File: src/rtl/div_sqrt_iter_ctrl.sv
// Div/sqrt iteration core: radix-2 restoring recurrence, one quotient/root bit per cycle.
// Optional build macro DIV_SQRT_EARLY_TERM_EN ends the recurrence once the remainder reaches zero.
module div_sqrt_iter_ctrl #(
    parameter int MANT_W = 52,
    parameter int EXP_W  = 11,
    parameter int N_ITER = MANT_W + 3
) (
    input  logic              Clk_CI,
    input  logic              Rst_RBI,
    input  logic              Div_start_SI,
    input  logic              Sqrt_start_SI,
    input  logic              Kill_SI,
    input  logic [EXP_W:0]    Exp_a_DI,
    input  logic [EXP_W:0]    Exp_b_DI,
    input  logic [MANT_W:0]   Mant_a_DI,
    input  logic [MANT_W:0]   Mant_b_DI,
    input  logic              Inf_a_SI,
    input  logic              Inf_b_SI,
    input  logic              Zero_a_SI,
    input  logic              Zero_b_SI,
    input  logic              NaN_a_SI,
    input  logic              NaN_b_SI,
    output logic              Ready_SO,
    output logic              Done_SO,
    output logic              Special_SO,
    output logic              Div_op_SO,
    output logic [N_ITER-1:0] Quot_DO,
    output logic              Sticky_SO,
    output logic [EXP_W+1:0]  Exp_z_DO
);

    localparam int RD_W  = MANT_W + 2;
    localparam int RS_W  = N_ITER + 2;
    localparam int RAD_W = 2 * N_ITER;
    localparam int CNT_W = $clog2(N_ITER);
    localparam logic signed [EXP_W+1:0] BIAS     = (EXP_W+2)'(2 ** (EXP_W - 1) - 1);
    localparam logic [CNT_W-1:0]        CNT_INIT = CNT_W'(N_ITER - 1);

    typedef enum logic [1:0] {IDLE, LOAD, ITER, DONE} state_e;

    typedef struct packed {
        logic              special;
        logic              div_op;
        logic [N_ITER-1:0] quot;
        logic              sticky;
        logic [EXP_W+1:0]  exp_z;
    } result_t;

    state_e                  state_q, state_d;
    result_t                 res_q, res_d;
    logic                    op_div_q;
    logic [N_ITER-1:0]       rem_q;
    logic [MANT_W:0]         div_d_q;
    logic [RAD_W-1:0]        rad_q;
    logic [N_ITER-1:0]       qw_q;
    logic [CNT_W-1:0]        cnt_q;
    logic signed [EXP_W+1:0] exp_q;

    logic start, any_flag, last_step, early, q_bit;

    assign start    = Div_start_SI | Sqrt_start_SI;
    assign any_flag = Inf_a_SI | Inf_b_SI | Zero_a_SI | Zero_b_SI | NaN_a_SI | NaN_b_SI;

    // Operand decode for the LOAD cycle
    logic signed [EXP_W+1:0] exp_a_s, exp_b_s, div_exp, sqrt_e, sqrt_exp, load_exp;
    logic [RAD_W-1:0]        rad_init;

    assign exp_a_s  = {Exp_a_DI[EXP_W], Exp_a_DI};
    assign exp_b_s  = {Exp_b_DI[EXP_W], Exp_b_DI};
    assign div_exp  = exp_a_s - exp_b_s + BIAS;
    assign sqrt_e   = exp_a_s - BIAS;
    // floor(e/2) equals (e-1)/2 for odd e, so the shift covers both parities
    assign sqrt_exp = (sqrt_e >>> 1) + BIAS;
    assign load_exp = op_div_q ? div_exp : sqrt_exp;
    assign rad_init = {(sqrt_e[0] ? {Mant_a_DI, 1'b0} : {1'b0, Mant_a_DI}),
                       {(RAD_W - RD_W){1'b0}}};

    // Division step
    logic [RD_W-1:0] rd, div_rem_nxt;
    logic [MANT_W:0] rd_sub;
    logic            div_ge;

    assign rd          = rem_q[RD_W-1:0];
    assign div_ge      = rd >= {1'b0, div_d_q};
    assign rd_sub      = rd[MANT_W:0] - div_d_q;
    assign div_rem_nxt = div_ge ? {rd_sub, 1'b0} : {rd[MANT_W:0], 1'b0};

    // Sqrt step: stored remainder never exceeds N_ITER bits between steps
    logic [RS_W-1:0] rs, trial, sqrt_rem_nxt;
    logic            sqrt_ge;

    assign rs           = {rem_q, rad_q[RAD_W-1 -: 2]};
    assign trial        = {qw_q, 2'b01};
    assign sqrt_ge      = rs >= trial;
    assign sqrt_rem_nxt = sqrt_ge ? rs - trial : rs;

    logic [RS_W-1:0]   rem_nxt;
    logic [RAD_W-1:0]  rad_nxt;
    logic [N_ITER-1:0] qw_nxt, qw_fill;

    assign q_bit   = op_div_q ? div_ge : sqrt_ge;
    assign qw_nxt  = {qw_q[N_ITER-2:0], q_bit};
    assign rem_nxt = op_div_q ? RS_W'(div_rem_nxt) : sqrt_rem_nxt;
    assign rad_nxt = rad_q << 2;

`ifdef DIV_SQRT_EARLY_TERM_EN
    // sqrt also needs the unconsumed radicand to be zero, else later root bits could be set
    assign early   = (rem_nxt == '0) && (op_div_q || rad_nxt == '0);
    assign qw_fill = qw_nxt << cnt_q;
`else
    assign early   = 1'b0;
    assign qw_fill = qw_nxt;
`endif

    assign last_step = (cnt_q == '0) || early;

    always_ff @(posedge Clk_CI or negedge Rst_RBI) begin
        if (!Rst_RBI) state_q <= IDLE;
        else          state_q <= state_d;
    end

    always_comb begin
        state_d = state_q;
        case (state_q)
            IDLE:    if (start) state_d = LOAD;
            LOAD:    state_d = any_flag ? DONE : ITER;
            ITER:    if (last_step) state_d = DONE;
            DONE:    state_d = start ? LOAD : IDLE;
            default: state_d = IDLE;
        endcase
        if (Kill_SI) state_d = IDLE;
    end

    always_comb begin
        Ready_SO = 1'b0;
        Done_SO  = 1'b0;
        case (state_q)
            IDLE:    Ready_SO = 1'b1;
            DONE:    begin Ready_SO = 1'b1; Done_SO = 1'b1; end
            default: ;
        endcase
    end

    // Results only change on entry to DONE, so a kill leaves the previous result visible
    always_comb begin
        res_d = res_q;
        if (!Kill_SI) begin
            if (state_q == LOAD && any_flag) begin
                res_d.special = 1'b1;
                res_d.div_op  = op_div_q;
                res_d.quot    = '0;
                res_d.sticky  = 1'b0;
                res_d.exp_z   = load_exp;
            end else if (state_q == ITER && last_step) begin
                res_d.special = 1'b0;
                res_d.div_op  = op_div_q;
                res_d.quot    = qw_fill;
                res_d.sticky  = |rem_nxt;
                res_d.exp_z   = exp_q;
            end
        end
    end

    always_ff @(posedge Clk_CI or negedge Rst_RBI) begin
        if (!Rst_RBI) begin
            res_q    <= '0;
            op_div_q <= 1'b0;
            rem_q    <= '0;
            div_d_q  <= '0;
            rad_q    <= '0;
            qw_q     <= '0;
            cnt_q    <= '0;
            exp_q    <= '0;
        end else begin
            res_q <= res_d;
            if ((state_q == IDLE || state_q == DONE) && start && !Kill_SI)
                op_div_q <= Div_start_SI;
            case (state_q)
                LOAD: begin
                    rem_q   <= op_div_q ? N_ITER'(Mant_a_DI) : '0;
                    div_d_q <= Mant_b_DI;
                    rad_q   <= rad_init;
                    qw_q    <= '0;
                    cnt_q   <= CNT_INIT;
                    exp_q   <= load_exp;
                end
                ITER: begin
                    rem_q <= rem_nxt[N_ITER-1:0];
                    rad_q <= rad_nxt;
                    qw_q  <= early ? qw_fill : qw_nxt;
                    cnt_q <= cnt_q - 1'b1;
                end
                default: ;
            endcase
        end
    end

    assign Special_SO = res_q.special;
    assign Div_op_SO  = res_q.div_op;
    assign Quot_DO    = res_q.quot;
    assign Sticky_SO  = res_q.sticky;
    assign Exp_z_DO   = res_q.exp_z;

endmodule

File: config.mk
export PLATFORM = sky130hd
export DESIGN_NAME = div_sqrt_iter_ctrl
export DESIGN_NICKNAME = d
export VERILOG_FILES = /design/src/rtl/div_sqrt_iter_ctrl.sv
export SDC_FILE = /design/constraint.sdc
export NUM_CORES = 1
export LEC_CHECK = 0
export ABC_AREA = 1
export BUFFER_PORTS_ARGS = -buffer_cell sky130_fd_sc_hd__buf_2
export CORE_MARGIN = 5
export CORE_UTILIZATION = 34
export DETAILED_ROUTE_END_ITERATION = 16
export GPL_TIMING_DRIVEN = 1
export PLACE_DENSITY = 0.54
export SYNTH_ARGS = -nofsm -noshare
export SYNTH_HDL_FRONTEND = slang
export SYNTH_SLANG_ARGS = --single-unit
File: constraint.sdc
create_clock -name Clk_CI -period 6.05 [get_ports Clk_CI]
set_clock_uncertainty 0.2 [all_clocks]
set_input_delay 0.9075 -clock Clk_CI [delete_from_list [all_inputs] [get_ports Clk_CI]]
set_output_delay 0.9075 -clock Clk_CI [all_outputs]
set_load 0.005 [all_outputs]
Word-level counts from Yosys, hierarchy flattened
Index checks and enable logic that the tools add are counted.

operators by class
  add/subtract/negate cells = 7
  $lt $le $gt $ge = 2
  equal/unequal tests = 5
  mux-type cells = 21
  bitwise gates (word level) = 7
  reductions and logical operators = 14

operators by type and width
  operator                count
  $pmux 110 s2            1
  $pmux 55 s2             2
  $mux 71                 2
  $mux 57                 2
  $mux 54                 2
  $ge 57x57->1            1
  $reduce_or 57->1        1
  $sub 57x57->57          1
  $ge 54x53->1            1
  $mux 53                 1
  $sub 53x53->53          1
  $add 12x11->13 const B  1
  $add 13x11->13 const B  1
  $mux 13                 1
  $sub 12x11->13 const B  1
  $sub 12x12->13          1
  $pmux 6 s2              1
  $pmux 2 s4              1
  $logic_not 6->1         1
  $mux 2                  3
  $ne 3x3->1 const B      2
  $or 1x1->1              6
  $sub 6x1->6 const B     1
  $mux 1                  5
  other kinds (10)        16

storage, ports and cells
  register bits = 366
  bits of input ports = 141
  logic and storage cells = 69

Depth between registers and ports, before layout
Gate-level depths: netlist of the first run.

  word-level depth = 8
  gate-level depth with buffers = 26
  mapped depth without buffers = 26

Worst setup path after synthesis of the first run
No wires, ideal clock.

  path kind = input to register
  start point = in Exp_b_DI[1]
  end point = reg res_q (netlist bit Exp_z_DO[11])
  setup time = 0.087 ns
  arrival = 3.105 ns
  data required time = 5.763 ns
  setup slack = 2.658 ns
  cell stages on the path = 20
  buffers on the path = 0
  cell sequence = inv_1 -> ha_1 -> ha_1 -> fa_1 -> nand3_1 -> nand2_1 -> nand2_1 -> nand2_1 -> a21oi_1 -> nor2_1 -> o21ai_0 -> nand2_1 -> nand2_1 -> nand2_1 -> a21oi_1 -> xor2_1 -> nand2_1 -> nand2_1 -> nand2_1 -> o211ai_1

on the way
  word-level cells in the longest chain between the ends = 4

ends and longest elaborated chain
  what                    line  source
  start: declaration      14    input logic [EXP_W:0] Exp_b_DI,
  $sub 12x12->13          70    assign div_exp = exp_a_s - exp_b_s + BIAS;
  $add 13x11->13          70
  $mux 13                 74    assign load_exp = op_div_q ? div_exp : sqrt_exp;
  $mux 71                 148   if (state_q == LOAD && any_flag) begin
  end signal: assignment  175   res_q <= res_d;
  end: declaration        50    result_t res_q, res_d;

Every way passes these cells.
A chain may end at the register's enable or synchronous reset.

Worst setup path after layout of the first run
  start point = reg rem_q[0]
  end point = reg res_q (netlist bit Sticky_SO)

on the way
  word-level cells in the longest chain between the ends = 6
  elaborated cells on any way between the ends = 10

ends and longest elaborated chain
  what                                          line    source
  start: declaration                            52      logic [N_ITER-1:0] rem_q;
  start signal: assignment                      180     rem_q <= op_div_q ? N_ITER'(Mant_a_DI) : '0;
  start signal: assignment                      188     rem_q <= rem_nxt[N_ITER-1:0];
  $sub 57x57->57, or another cell as far along  95      assign sqrt_rem_nxt = sqrt_ge ? rs - trial : rs;
  $mux 57 or $mux 54 (tied branches)            95, 86
  $mux 57 *                                     103     assign rem_nxt = op_div_q ? RS_W'(div_rem_nxt) : sqrt_rem_nxt;
  $reduce_or 57->1 *                            158     res_d.sticky = |rem_nxt;
  $mux 71 *                                     154     end else if (state_q == ITER && last_step) begin
  $mux 71 *                                     148

Every way passes the cells marked *; elsewhere a longest branch is shown, timed or not. The select of a mux whose other input is x is not followed.

==> flow_summary_export.csv, run 1 <==
group,metric,value,unit
job,maxCapViolations,0,
worst_setup_path,worst_path_most_repeated_cell,"sky130_fd_sc_hd__nand2_1",
worst_setup_path,max_stage_delay,0.50,ns
synthesis,xor_and_xnor_area_share_after_synthesis,0.0231,
final_layout,filler_cell_count,8420,
sta,totalNegativeSetupSlack,0,ns
cts,postCtsSetupRepairBufs,0,
cts,cts.htree.levels,2,
final_layout,final_net_count,4578,
sta,final.period_utilization,0.734,
routing,drc,0,
sta,hold_violations,0,
power_and_ir_drop,power_density,672,mW/mm2
floorplan,die_width,285,um
global_routing,grt_max_degree,111,
synthesis,synth_enable_flop_cells,0,
synthesis,synth-async-reset-ratio,1.00,
synthesis,synth_simple_gate_area_frac,0.352,
power_and_ir_drop,peakVddDrop,0.518,mV
final_layout,multi_input_combinational_cell_area,0.0147,mm2
sta,top_achievable_clock_speed,225,MHz
floorplan,die-height,285,um
global_routing,global_route.usage.total,0.262,
final_layout,layout.core_utilization,0.386,
routing,detailroute.wirelength.met3,6960,um
cts,ctsResizeCount,0,
worst_setup_path,end_kind,"register",
routing,wl_per_cell,20.6,um
floorplan,initial_core_util,0.341,
power_and_ir_drop,static-leakage-power,16.1,nW
sta,timing.final.crit_period,4.44,ns
worst_setup_path,worstPathMaxFanout,28,
final_layout,layout-area-overhead-vs-synth,13.1,%
status,status,"completed",
routing,ant_nets,0,
routing,drt-total-wl,109000,um
global_routing,via_count_of_the_first_global_routing_pass,25800,
global_routing,number_of_antenna_violations_at_the_first_check_in_global_routing,1,
synthesis,ys_warn_count,0,
cts,tritoncts,"built",
worst_setup_path,timing_worst_setup_path_type,"reg -> reg",
worst_setup_path,critical_path.startpoint_type,"register",
routing,wl_met2,48100,um
final_layout,sequential_cell_area,0.00776,mm2
placed_design,io_buffer_count,213,
sta,hold_ws,0.222,ns
synthesis,distinct_cell_type_count_after_synthesis,47,
sta,final_critical_path_setup_slack,1.61,ns
worst_setup_path,crit_arrival,4.72,ns
sta,maxSlewHeadroom,0.307,
routing,num_vias,26900,
worst_hold_path,hold_path.class,"in -> async",
routing,vias_per_cell,5.08,
synthesis,syn_nets,4431,
worst_setup_path,worstPathCellList,"inv_1, ha_1, inv_1, fa_1, nand2_1, nand3_2, nand3_1, nand3b_2, nand3_4, nand2_2, nand2_1, buf_4, nand2_1, nand2_1, nand2_1, nor2_1, nand2_1, nor2_1, nand2_1, nor2_1, nand2_1, nand2_1, nand2_1",
synthesis,cells_after_synth,4146,
cts,cts.sink_count,310,
synthesis,synth.cell_area,0.0258,mm2
synthesis,postSynthAreaPerCell,6.21,um2
floorplan,design.die.area,0.0814,mm2
cts,path_clk_slew,0.06,ns
final_layout,drive_gt1_frac,0.0888,
cts,cts_root_buffer,"sky130_fd_sc_hd__clkbuf_16",
routing,route.top_layer_used,"met4",
global_routing,globalRouteOverflowTotal,0,
worst_setup_path,worst-endpoint-required,6.32,ns
routing,dr.pass1.iters,8,
sta,rsz0062_at_grt,"false",
synthesis,yosys.area_share.adder,0.0705,
synthesis,yosys_most_used_dff,"sky130_fd_sc_hd__dfrtp_1",
synthesis,seq_area_frac_synth,0.301,
floorplan,fp_rows,101,
global_routing,first_pass_grt_wire_length,164000,um
worst_setup_path,timing.critical_path.slowest_stage_cell,"sky130_fd_sc_hd__nand2_1",
sta,setup_violations,0,
sta,timing_worst_slew_pin_value,1.04,ns
final_layout,num_antenna_cells,0,
floorplan,top_level_ports,214,
placed_design,routabilityCongestion,1.07,
sta,final-max-slew-violation-count,0,
synthesis,muxShareOfSynthArea,0,
synthesis,ys_seq_elements,310,
placed_design,preCtsSetupSlack,1.74,ns
cts,worst_case_clock_buffer_depth,3,
placed_design,place_hpwl,87300,um
cts,clock_insertion_delay_worst_skew,0.59,ns
routing,dr.first_iter.drc_count,2483,
cts,cts_buffers,40,
routing,drt-met1-wl,48200,um
cts,holdBufCountCts,0,
floorplan,core_area,0.0756,mm2
synthesis,synth_top_family_by_area,"simple AND/OR/NAND/NOR gates",
synthesis,synth_compound_area_frac,0.124,
[per-layer routing]
metal,GRT usage,vias up
met2,0.415,943
met4,0.117,0
met1,0.355,12400
met3,0.0377,182
li1,-,13400
met5,0,-
[cell families (layout without fill, tap and decap cells)]
kind of cell,after synthesis,after routing
DFF,310,310
and+or+nand+nor,2224,2224
buffers and inverters,864,1041
adders and majority gates,144,144
xor gates and xnor gates,68,68
AOI/OAI and AO/OA,536,536
[synthesized netlist by cell type (56+ instances only)]
cell type                  number  area, um2
sky130_fd_sc_hd__clkbuf_1     100        375
sky130_fd_sc_hd__o211ai_1      62        465
sky130_fd_sc_hd__nand3_1      258       1290
sky130_fd_sc_hd__dfrtp_1      310       7760
sky130_fd_sc_hd__o22ai_1       60        375
sky130_fd_sc_hd__nand4_1       56        350
sky130_fd_sc_hd__a21oi_1      104        521
sky130_fd_sc_hd__o21ai_0      224       1120
sky130_fd_sc_hd__nor2_1       241        905
sky130_fd_sc_hd__nand2_1     1587       5960
sky130_fd_sc_hd__inv_1        682       2560
sky130_fd_sc_hd__ha_1         142       1780
[worst paths after layout]
path	startpoint	to	slack [ns]	cells after the start
max in group asynchronous	Rst_RBI	div_d_q[42]	4.26	2
min reg2reg	Quot_DO[47]	Quot_DO[47]	0.28	2
max	rem_q[0]	Sticky_SO	1.61	23
min in group Clk_CI	Quot_DO[47]	Quot_DO[47]	0.28	2
max reg2reg	rem_q[0]	Sticky_SO	1.61	23
min	Rst_RBI	rad_q[60]	0.22	1
[layout by cell type, fill, tap and decap left out, types with 3 or more instances in the layout]
cell                           n
sky130_fd_sc_hd__nand2_1    1585
sky130_fd_sc_hd__inv_1       681
sky130_fd_sc_hd__dfrtp_1     309
sky130_fd_sc_hd__nand3_1     258
sky130_fd_sc_hd__nor2_1      239
sky130_fd_sc_hd__o21ai_0     224
sky130_fd_sc_hd__buf_2       212
sky130_fd_sc_hd__ha_1        140
sky130_fd_sc_hd__a21oi_1     104
sky130_fd_sc_hd__o211ai_1     62
sky130_fd_sc_hd__o22ai_1      60
sky130_fd_sc_hd__nand4_1      56
sky130_fd_sc_hd__xnor2_1      54
sky130_fd_sc_hd__a32oi_1      48
sky130_fd_sc_hd__inv_2        40
sky130_fd_sc_hd__clkbuf_16    40
sky130_fd_sc_hd__buf_4        22
sky130_fd_sc_hd__nor3_1       21
sky130_fd_sc_hd__o21bai_1     16
sky130_fd_sc_hd__xor2_1       14
sky130_fd_sc_hd__nand3b_1     14
sky130_fd_sc_hd__nor2_2       11
sky130_fd_sc_hd__clkinv_1      8
sky130_fd_sc_hd__and2_1        8
sky130_fd_sc_hd__clkbuf_1      8
sky130_fd_sc_hd__clkinv_2      7
sky130_fd_sc_hd__clkbuf_8      7
sky130_fd_sc_hd__nand2_2       6
sky130_fd_sc_hd__nor2_4        6
sky130_fd_sc_hd__o221ai_1      6
sky130_fd_sc_hd__bufinv_16     5
sky130_fd_sc_hd__nor3_2        4
sky130_fd_sc_hd__o21ai_1       4
sky130_fd_sc_hd__and3_1        4
sky130_fd_sc_hd__nor4_1        4
sky130_fd_sc_hd__buf_12        4
sky130_fd_sc_hd__nand3_2       3
[critical path, delay by kind of cell, from the launching register on]
| kind | cells | cell delay (ns) |
|---|---|---|
| adder cells (fa/ha/maj) | 2 | 0.72 |
| buffers and inverters | 3 | 0.51 |
| flip-flops | 1 | 0.38 |
| AND/OR/NAND/NOR | 18 | 2.50 |
[power breakdown]
| group | internal [W] | leakage [nW] | switching [W] | total [W] |
|---|---|---|---|---|
| clock network | 0.00153 | 0.681 | 0.00104 | 0.00257 |
| logic | 0.00410 | 11.4 | 0.00972 | 0.0138 |
| registers | 0.00268 | 4.03 | 0.000516 | 0.00320 |
[state kept, by name (all words and copies together), names as in the netlist, 6 cells and up]
register,cells
Exp_z_DO,13
Quot_DO,55
cnt_q,6
div_d_q,53
exp_q,13
qw_q,55
rad_q,54
rem_q,55
[per-stage QoR]
stage | power [W] | area, um2 | std cells
final | 0.0196 | 29100 | 5301
after CTS | 0.0194 | 29100 | 5301
after global routing | 0.0213 | 29100 | 5301
after detailed placement | 0.0168 | 27800 | 5229
after global placement | 0.0168 | 27800 | 5229
after floorplan | 0.0126 | 25800 | 4146
[layout make-up]
class | instances | share of cell area
clock inverter | 17 | 0.00863
multi-input combinational | 2972 | 0.505
inverter | 730 | 0.0941
clock buffer | 55 | 0.0387
timing repair buffer | 239 | 0.0453
tap | 978 | 0.0420
sequential | 310 | 0.266
(Power assumes the default switching activity.)
==> run 2: changes to the inputs <==
Settings changed: PLACE_DENSITY 0.54 to 0.56.
Clock period 6.05 ns to 3.6 ns, I/O delays scaled along.
==> flow_summary_export.csv, run 2 (synthesis gave the netlist of run 1 again) <==
group,metric,value,unit
worst_setup_path,worst-endpoint-required,3.87,ns
worst_setup_path,r2r-end,"Sticky_SO",
routing,wl_per_cell,19.0,um
worst_setup_path,r2r_start,"rem_q[51]",
floorplan,die-height,285,um
sta,hold_violations,0,
power_and_ir_drop,peakVddDrop,0.574,mV
routing,vias_per_cell,4.99,
global_routing,number_of_antenna_violations_at_the_first_check_in_global_routing,0,
routing,drc,0,
floorplan,die_width,285,um
final_layout,sequential_cell_area,0.00779,mm2
global_routing,first_pass_grt_wire_length,159000,um
sta,top_achievable_clock_speed,286,MHz
final_layout,drive_gt1_frac,0.198,
floorplan,fp_rows,101,
routing,drt-total-wl,109000,um
worst_setup_path,crit_arrival,3.77,ns
floorplan,top_level_ports,214,
power_and_ir_drop,static-leakage-power,18.2,nW
placed_design,preCtsSetupSlack,-0.178,ns
worst_setup_path,end_kind,"register",
power_and_ir_drop,power_density,1170,mW/mm2
sta,final.period_utilization,0.971,
cts,tritoncts,"built",
sta,setup_violations,0,
global_routing,globalRouteOverflowTotal,0,
worst_hold_path,hold_path.class,"in -> reg",
placed_design,io_buffer_count,213,
worst_setup_path,critical_path.startpoint_type,"register",
final_layout,layout-area-overhead-vs-synth,31.2,%
final_layout,final_net_count,4979,
routing,ant_nets,0,
final_layout,filler_cell_count,7984,
cts,clock_insertion_delay_worst_skew,0.58,ns
worst_hold_path,min_delay_worst_endpoint,"div_d_q[51]",
cts,cts.htree.levels,2,
routing,detailroute.wirelength.met3,7620,um
cts,cts_buffers,40,
power_and_ir_drop,fin_total_pwr,0.0396,W
final_layout,layoutNonFillerInstCount,5701,
global_routing,global_route.usage.total,0.253,
final_layout,layout.core_utilization,0.447,
routing,route.top_layer_used,"met4",
worst_setup_path,timing.reg2reg.setup_slack,0.10,ns
sta,timing.final.crit_period,3.50,ns
worst_hold_path,min_from,"Mant_b_DI[51]",
cts,worst_case_clock_buffer_depth,3,
routing,dr.pass1.iters,6,
routing,dr.first_iter.drc_count,2257,
sta,timing_worst_slew_pin_value,0.831,ns
global_routing,grt_max_degree,105,
placed_design,dpl.cell_count,5561,
routing,wl_met2,49200,um
sta,final_critical_path_setup_slack,0.103,ns
worst_setup_path,worstPathMaxFanout,9,
floorplan,core_area,0.0756,mm2
sta,maxSlewHeadroom,0.446,
job,maxCapViolations,0,
routing,drt-met1-wl,47300,um
final_layout,final_common_cell,"sky130_fd_sc_hd__nand2_1",
routing,num_vias,28500,
final_layout,final_cell_mix,"1,553 x sky130_fd_sc_hd__nand2_1, 675 x sky130_fd_sc_hd__inv_1, 346 x sky130_fd_sc_hd__buf_4, 285 x sky130_fd_sc_hd__dfrtp_1, 244 x sky130_fd_sc_hd__nand3_1",
worst_hold_path,min_path_cells,3,
placed_design,place_hpwl,86500,um
worst_setup_path,reg2regPathDepth,24,
status,status,"completed",
sta,final-max-slew-violation-count,0,
placed_design,routabilityCongestion,1.04,
cts,path_clk_slew,0.06,ns
worst_setup_path,timing_worst_setup_path_type,"reg -> reg",
cts,cts.sink_count,310,
floorplan,design.die.area,0.0814,mm2
global_routing,via_count_of_the_first_global_routing_pass,26700,
final_layout,num_antenna_cells,0,
cts,cts_root_buffer,"sky130_fd_sc_hd__clkbuf_16",
floorplan,initial_core_util,0.341,
final_layout,multi_input_combinational_cell_area,0.0159,mm2
## run 2: where the power goes
part           leakage (nW)  internal (W)  switching [W]
sequential             4.00       0.00453       0.000824
clock                 0.661       0.00249        0.00167
combinational          13.5        0.0118         0.0183
total                  18.2        0.0188         0.0208
## run 2: layout make-up
cell class                      instances  area share
Clock inverter                         19     0.00666
Tap cell                              978      0.0362
Inverter                              730      0.0811
Sequential cell                       310       0.230
Timing Repair Buffer                  640       0.141
Clock buffer                           52      0.0330
Multi-Input combinational cell       2972       0.471
## run 2: how the worst max path moves through the flow
stage,from,end,slack [ns],depth (start not counted)
6_report,rem_q[51],Sticky_SO,0.10,24
5_1_grt,rem_q[13],Sticky_SO,-0.03,23
4_1_cts,rem_q[6],Sticky_SO,0.005,24
3_5_place_dp,rem_q[51],Sticky_SO,-0.18,24
3_3_place_gp,rem_q[52],Sticky_SO,-0.20,23
2_1_floorplan,Exp_b_DI[1],Exp_z_DO[11],0.58,20
## run 2: worst max-delay path: stages, from the launching register on
cell,delay [ns]
sky130_fd_sc_hd__dfrtp_1,0.53
sky130_fd_sc_hd__ha_4,0.38
sky130_fd_sc_hd__nand2_2,0.10
sky130_fd_sc_hd__inv_1,0.08
sky130_fd_sc_hd__nand2_2,0.09
sky130_fd_sc_hd__nor2_1,0.13
sky130_fd_sc_hd__nand2_1,0.07
sky130_fd_sc_hd__nor2_2,0.12
sky130_fd_sc_hd__nand2_1,0.08
sky130_fd_sc_hd__nand3_2,0.09
sky130_fd_sc_hd__nor2_4,0.06
sky130_fd_sc_hd__nand2_4,0.11
sky130_fd_sc_hd__buf_12,0.15
sky130_fd_sc_hd__buf_12,0.11
sky130_fd_sc_hd__nand3_2,0.15
sky130_fd_sc_hd__nand2_1,0.18
sky130_fd_sc_hd__nand2_1,0.09
sky130_fd_sc_hd__inv_2,0.06
sky130_fd_sc_hd__nand2_1,0.06
sky130_fd_sc_hd__nor2_2,0.10
sky130_fd_sc_hd__nand3_2,0.14
sky130_fd_sc_hd__nor2_2,0.15
sky130_fd_sc_hd__nand2_1,0.06
sky130_fd_sc_hd__nand2_1,0.05
sky130_fd_sc_hd__nand2_1,0.05
## run 2: stage by stage
step | TNS [ns] | hold slack [ns] | cell area, um2
after CTS | 0 | 0.00823 | 32300
after floorplan | 0 | 0.0444 | 25800
after detailed placement | -0.178 | 0.271 | 30400
after global placement | -0.197 | 0.263 | 30400
final | 0 | 0.0269 | 33800
after global routing | -0.0300 | 0.0304 | 33800
## run 2: routing by layer
metal / vias up / global-route usage
li1: 14200 / -
met1: 13100 / 0.344
met2: 1051 / 0.416
met3: 165 / 0.0329
met4: 0 / 0.0899
met5: - / 0
## run 2: what timing repair did
| action | 4_1_cts | 5_1_grt |
|---|---|---|
| endpoints found under the hold margin | 118 | 0 |
| cloned | 0 | 5 |
| resized for setup | 18 | 224 |
| hold buffers | 48 | 0 |
| pin swaps | 0 | 20 |
| buffers inserted | 0 | 16 |
| endpoints found under the setup margin | 1 | 1 |
